==> config.mk <==
export PLATFORM = sky130hd
export DESIGN_NAME = palette_mapper
export DESIGN_NICKNAME = d
export VERILOG_FILES = /design/src/rtl/palette_mapper.sv
export SDC_FILE = /design/constraint.sdc
export NUM_CORES = 2
export LEC_CHECK = 0
export BUFFER_PORTS_ARGS = -buffer_cell sky130_fd_sc_hd__clkbuf_2
export CAP_MARGIN = 10
export CELL_PAD_IN_SITES_DETAIL_PLACEMENT = 1
export CELL_PAD_IN_SITES_GLOBAL_PLACEMENT = 2
export CORE_MARGIN = 4
export CORE_UTILIZATION = 50
export DETAILED_ROUTE_END_ITERATION = 8
export PLACE_DENSITY_LB_ADDON = 0.1
export SETUP_SLACK_MARGIN = 0.1
export SLEW_MARGIN = 40
export SYNTH_ARGS = -nofsm -noshare
export SYNTH_HDL_FRONTEND = slang
export SYNTH_SLANG_ARGS = --single-unit
==> constraint.sdc <==
create_clock -name pixclk -period 14.48 [get_ports pixclk]
set_clock_uncertainty 0.1 [all_clocks]
set_input_delay 0.724 -clock pixclk [delete_from_list [all_inputs] [get_ports pixclk]]
set_output_delay 0.724 -clock pixclk [all_outputs]
set_load 0.005 [all_outputs]
==> src/rtl/palette_mapper.sv <==
// palette_mapper: maps luma to 24-bit RGB through run-time-writable palettes,
// with optional blending between adjacent entries; fixed 3-cycle latency.
module palette_mapper #(
    parameter int LUMA_W   = 8,
    parameter int IDX_BITS = 3,
    parameter int PAL_BITS = 4,
    parameter int INTERP   = 1
) (
    input  logic                         pixclk,
    input  logic                         rst,
    input  logic [LUMA_W-1:0]            vid_pData_in,
    input  logic                         de_in,
    input  logic                         hsync_in,
    input  logic                         vsync_in,
    input  logic [PAL_BITS-1:0]          mode,
    input  logic                         bypass,
    input  logic                         pal_wr_en,
    input  logic [PAL_BITS+IDX_BITS-1:0] pal_wr_addr,
    input  logic [23:0]                  pal_wr_data,
    output logic [23:0]                  vid_pData_out,
    output logic                         de_out,
    output logic                         hsync_out,
    output logic                         vsync_out
);
    localparam int F  = LUMA_W - IDX_BITS;
    localparam int N  = 1 << IDX_BITS;
    localparam int NP = 1 << PAL_BITS;
    localparam int W  = 9 + F;

    logic [23:0]         pal [NP][N];
    logic [PAL_BITS-1:0] active_mode;
    logic                active_bypass;
    logic [LUMA_W-1:0]   y1;
    logic                de1, hs1, vs1, de2, hs2, vs2, byp2;
    logic [23:0]         a2, b2;
    logic [F-1:0]        f2;
    logic [7:0]          g2;
    logic [IDX_BITS-1:0] idx, idx_n;
    logic [23:0]         a, b, mixed;

    function automatic logic [23:0] ramp(input int k);
        logic [7:0] c;
        c = 8'((k * 255) / (N - 1));
        return {c, c, c};
    endfunction

    // Weights sum to 2^F, so the truncated result never exceeds 255.
    function automatic logic [7:0] mix(input logic [7:0] ca, input logic [7:0] cb, input logic [F-1:0] f);
        logic [W-1:0] s;
        s = W'(ca) * (W'(1 << F) - W'(f)) + W'(cb) * W'(f);
        return s[F+7:F];
    endfunction

    always_comb begin
        idx   = y1[LUMA_W-1:F];
        idx_n = idx + IDX_BITS'(1);
        a     = pal[active_mode][idx];
        b     = (&idx) ? a : pal[active_mode][idx_n];
        mixed = (INTERP != 0) ? {mix(a2[23:16], b2[23:16], f2),
                                 mix(a2[15:8],  b2[15:8],  f2),
                                 mix(a2[7:0],   b2[7:0],   f2)} : a2;
    end

    always_ff @(posedge pixclk) begin
        if (rst) begin
            for (int p = 0; p < NP; p++)
                for (int k = 0; k < N; k++)
                    pal[p][k] <= ramp(k);
        end else if (pal_wr_en) begin
            pal[pal_wr_addr[PAL_BITS+IDX_BITS-1:IDX_BITS]][pal_wr_addr[IDX_BITS-1:0]] <= pal_wr_data;
        end
    end

    // vs1 doubles as the previous-cycle vsync for edge detection.
    always_ff @(posedge pixclk) begin
        if (rst) begin
            active_mode   <= '0;
            active_bypass <= 1'b0;
            y1            <= '0;
            {de1, hs1, vs1} <= '0;
            {de2, hs2, vs2, byp2} <= '0;
            a2            <= '0;
            b2            <= '0;
            f2            <= '0;
            g2            <= '0;
            vid_pData_out <= '0;
            {de_out, hsync_out, vsync_out} <= '0;
        end else begin
            if (vsync_in && !vs1) begin
                active_mode   <= mode;
                active_bypass <= bypass;
            end
            y1            <= vid_pData_in;
            {de1, hs1, vs1} <= {de_in, hsync_in, vsync_in};
            {de2, hs2, vs2} <= {de1, hs1, vs1};
            byp2          <= active_bypass;
            a2            <= a;
            b2            <= b;
            f2            <= y1[F-1:0];
            g2            <= y1[LUMA_W-1:LUMA_W-8];
            vid_pData_out <= byp2 ? {g2, g2, g2} : mixed;
            {de_out, hsync_out, vsync_out} <= {de2, hs2, vs2};
        end
    end
endmodule
## After elaboration in Yosys (flattened, before gate mapping)

Memory sizes are Yosys's and may differ from the RTL's. A register that Yosys moved wholly into a read port is not among the register bits.
Index checks and enable logic that the tools add are counted.
Widths: inputs -> output; s select.

- Reduce and logical (&&, ||, !) cells: 5
- Muxes and demuxes: 20
- Multiply operators: 6
- Magnitude comparators: 4
- Add/subtract/negate cells: 5
- Bitwise logic cells: 3

Operator list:

| kind | count |
|---|---|
| $mux 192 | 3 |
| $reduce_or 192->1 | 1 |
| $mux 24 | 7 |
| $bmux 24 s3 | 2 |
| $demux 24 s3 | 1 |
| $add 13x13->13 | 3 |
| $mul 8x5->13 | 3 |
| $mul 8x14->13 | 2 |
| $mul 9x7->13 | 1 |
| $ge 4x4->1 const B | 3 |
| $mux 4 | 3 |
| $not 3->4 | 3 |
| $sub 6x5->7 const A | 1 |
| $lt 4x1->1 const B | 1 |
| $mux 1 | 4 |
| $add 3x1->3 const B | 1 |
| $reduce_and 3->1 | 1 |
| $logic_and 1x1->1 | 2 |
| $logic_not 1->1 | 1 |

- Bits in registers: 108
- Memories: 1
- Input port bits: 50
- Word-level logic and storage cells: 62
- Memory bits (writable): 3072
- Output and inout port bits: 27

Memory list:

| memory | words | width | rd ports | clocked after Yosys merged registers in | write ports | RTL line | source |
|---|---|---|---|---|---|---|---|
| pal | 16 | 192 | 1 | 1 | 16 | 30 | `logic [23:0] pal [NP][N];` |

## Longest topological paths before layout

- Depth in word-level cells: 8
- Gate-level depth with buffers: 25

## Worst setup path after synthesis

No wires, ideal clock.

- Path type: register -> register
- Start: register f2[0]
- End: register vid_pData_out[7]
- Clock period less this slack: 6.117 ns
- Library setup time: 0.115 ns
- Arrival time: 5.902 ns
- Path slack: 8.363 ns
- Data required time: 14.265 ns
- Cell stages (with the launch flop): 25
- Cell sequence: dfxtp_1 -> clkbuf_1 -> clkbuf_1 -> inv_1 -> ha_1 -> nand2_1 -> xor2_1 -> clkbuf_1 -> nand2_1 -> fa_1 -> fa_1 -> inv_1 -> fa_1 -> fa_1 -> inv_1 -> fa_1 -> inv_1 -> ha_1 -> nor3_1 -> o2111ai_1 -> a311oi_1 -> o21bai_1 -> a21oi_1 -> xnor2_1 -> o21a_1

- Longest elaborated chain between the ends: 4
- Elaborated cells on any way between the ends: 5
- Classes of those cells: 2 x add/sub; 2 x mul; 1 x mux

Ends and longest elaborated chain:

| element | RTL line | source |
|---|---|---|
| from (decl) | 36 | `logic [F-1:0] f2;` |
| from (signal assigned) | 99 | `f2 <= y1[F-1:0];` |
| $sub 6x5->7 | 50 | `s = W'(ca) * (W'(1 << F) - W'(f)) + W'(cb) * W'(f);` |
| $mul 9x7->13 | 50 |  |
| $add 13x13->13 (*) | 50 |  |
| $mux 24 (*) | 101 | `vid_pData_out <= byp2 ? {g2, g2, g2} : mixed;` |
| to (signal assigned) | 101 |  |
| to (decl) | 20 | `output logic [23:0] vid_pData_out,` |

Every way passes the cells marked *; elsewhere a longest branch is shown, timed or not.
A chain may end at the register's enable or synchronous reset.

## Worst setup path after layout

Ends and elaborated chain as after synthesis.

==> results.txt <==
gr usage total: 0.350
total CTS buffers: 352
Clk pwr share: 0.395
final hold vios: 0
post-route insts no fill: 14757
layout overhead on the synthesized area: 10.4%
actual slew at the worst max-slew pin: 1040 ps
WP buf/inv: 5
Post-Syn Instances: 10671
RSZ-0062 raised after global routing: false
initial antenna violation count: 59
largest net degree at the start of global routing: 186
Seq pwr share: 0.485
Placer Congestion: 0.953
Post-synth EDFFs: 3072
LEAKAGE: 56.5 nW
CTS tree: done
Syn Area/Cell: 14.4 um2
worst vdd ir: 0.0974 mV
predominant post-synthesis flop cell: edfxtp_1
P_int: 0.0163 W
post-CTS sizing: 0
Overflow after GRT: 0
Post-CTS Setup Bufs: 0
period utilization: 0.486
Hold Path Cell Cnt: 3
flop2flop setup slack: 7440 ps
CP max FO: 50
CTS max path bufs: 4
GR Layer Usage met3: 0.0817
slowest CP cell: nor3_1
M1 GR Usage: 0.492
Crit Path Category: flop to flop
I/O pin total: 77
worst path arrival time: 7780 ps
outcome: completed
most used cell, CP: fa_1
most frequent cells in the layout: edfxtp_1 (3072), and2_1 (1801), or3_1 (1456)
worst r2r path cells: 21
initial core utilization: 0.502
worst flop-to-flop path startpoint: f2[0]
crit path capture type: flop
first-pass GRT wire length: 784000 um
Post-DP HPWL: 349000 um
Mapped Area: 154000 um2
DRT iter0 DRCs: 14216
RR Endpoint: vid_pData_out[7]
CTS H-Tree Depth: 5
clock sinks: 3179
Worst-Skew Late Latency: 980 ps
Top delay family on crit path: adder cells
Via Count: 98187
min-delay worst type: input pin to flop
Filler Cell Count: 28682
worst-path cell chain: buf_4 -> nor3_1 -> nor3b_2 -> buf_4 -> nand2_1 -> fa_1 -> fa_1 -> inv_1 -> fa_1 -> fa_1 -> inv_1 -> fa_1 -> inv_1 -> ha_1 -> nor3_1 -> o2111ai_1 -> a311oi_1 -> o21bai_1 -> a21oi_1 -> xnor2_1 -> o21a_1
Clock transition at path regs: 80 ps
Switching Share: 0.267
Yosys cell types: 78
max frequency: 142 MHz
die area: 316000 um2
Syn. warnings: 0
CP Data Required Time: 15220 ps
Syn Nets: 11026
Async SR Flop Fraction: 0
Synth area leaders: edfxtp_1 (60%), mux4_2 (10%), and2_1 (7.4%), or3_1 (5.9%), fa_1 (2.3%)
Die Span Y: 562 um
Hold Buf Count CTS: 14
1st-pass router iterations: 6
area leader, netlist: edfxtp_1
DRT antenna net count: 0
DRC Markers: 0
met2 Usage GRT: 0.536
final WL: 558000 um
vias in the first global route: 99243
placed insts: 14063
nets@finish: 10694
slowest cell delay on critical path: 610 ps
die width: 562 um
Tmin final: 7040 ps
GR peak layer: met2
FF+latch count, synth: 3179
layout cells sized above 1: 0.178
Critical Path Source Type: flop
# rows: 203
routed vias/inst: 6.65
core box area: 306000 um2
post-synth top area share: 0.601
Comb pwr share: 0.120
leading cell type in the layout, fill and taps excluded: edfxtp_1
CTS Root Cell: clkbuf_16
IO buf count: 76
Avg WL per Cell: 37.8 um
endpoints failing setup: 0
HP Start: mode[0]
max_slew headroom: 0.308
Seq/Total Area, Yosys: 0.615
max_cap viols: 0
Slew Limit Fails: 0
critical path startpoint: f2[0]
switching power total: 0.00594 W
setup TNS: 0 ps
pwr/cell area: 131 nW/um2
## synthesized netlist by cell type, drive strengths merged, types with 24 or more instances
cell type,count
buf,202
xnor2,28
mux4,718
nor2b,40
nand3,32
mux2i,168
a221oi,55
o21ai,83
o221ai,26
or2,129
ha,126
clkbuf,920
a22oi,201
dfxtp,107
and2,1806
nor2,270
inv,258
edfxtp,3072
o22ai,122
a22o,43
or3,1457
nand2,255
mux2,24
nor3,36
a21oi,92
fa,179
## how the worst max path moves through the flow
stage / endpoint / slack, ps / cells after the start
3_5_place_dp: vid_pData_out[7] / 7500 / 21
2_1_floorplan: vid_pData_out[7] / 8360 / 24
5_1_grt: vid_pData_out[7] / 7100 / 21
6_report: vid_pData_out[7] / 7440 / 21
3_3_place_gp: vid_pData_out[7] / 7620 / 21
4_1_cts: vid_pData_out[7] / 7470 / 21
## power groups by stage
stage | combinational, W | sequential (W) | clock (W)
after floorplan | 0.00146 | 0.0108 | 0
after global placement | 0.00256 | 0.0109 | 0
after detailed placement | 0.00261 | 0.0110 | 0
after CTS | 0.00263 | 0.0108 | 0.00887
after global routing | 0.00280 | 0.0108 | 0.00927
final | 0.00267 | 0.0108 | 0.00879
## through the flow
stage | area (um2) | hold slack (ps) | utilization | total power [W] | worst slack (ps)
floorplan | 154000 | 314 | - | 0.0123 | 8360
global route | 169000 | 49.3 | 0.554 | 0.0229 | 7100
CTS | 169000 | 5.48 | 0.553 | 0.0223 | 7470
detailed placement | 158000 | 335 | 0.516 | 0.0136 | 7500
finish | 169000 | 70.7 | 0.554 | 0.0222 | 7440
global placement | 157000 | 329 | 0.514 | 0.0135 | 7620
## final cells by class
cell class | instances | area, um2 | area share
diodes | 28 | 70.1 | 0.000414
flip-flops and latches | 3179 | 94400 | 0.557
clock inverters | 195 | 1780 | 0.0105
repair buffers | 436 | 3740 | 0.0221
clock buffers | 449 | 9280 | 0.0548
inverters | 259 | 976 | 0.00576
multi-input cells | 6111 | 54000 | 0.319
well taps | 4100 | 5130 | 0.0303
## worst register-to-register path, cell delays in order, from the launching register on
cell       delay [ps]
dfxtp_2           310
buf_4             300
nor3_1            650
nor3b_2           610
buf_4             360
nand2_1           110
fa_1              470
fa_1              510
inv_1              50
fa_1              510
fa_1              550
inv_1              60
fa_1              540
inv_1              50
ha_1              220
nor3_1            210
o2111ai_1         260
a311oi_1          420
o21bai_1          180
a21oi_1           200
xnor2_1            80
o21a_1            170
## cell families (layout without fill, tap and decap cells)
group / after synthesis / in the layout / share of synthesized area
DFF: 3179 / 3179 / 0.615
xor gates and xnor gates: 33 / 33 / 0.00188
and+or+nand+nor: 4072 / 4072 / 0.157
buffers and inverters: 1381 / 1339 / 0.0378
other: 0 / 28 / 0
adders and majority gates: 305 / 305 / 0.0336
muxes: 910 / 910 / 0.118
AOI/OAI and AO/OA: 791 / 791 / 0.0367
## layer usage
layer / up-vias / wire [um]
li1: 39258 / -
met3: 956 / 61000
met1: 52396 / 220000
met2: 5569 / 255000
met5: - / 53
met4: 8 / 23200
## sequential cells by signal (all words and copies together), names as in the netlist, named ones only
register,cells
pal,3072
hs2,1
active_mode,4
active_bypass,1
hsync_out,1
a2,24
f2,4
byp2,1
vs1,1
y1,8
g2,4
vid_pData_out,24
vs2,1
b2,24
hs1,1
vsync_out,1
de2,1
de1,1
de_out,1
Power figures use the tool's default switching activity.
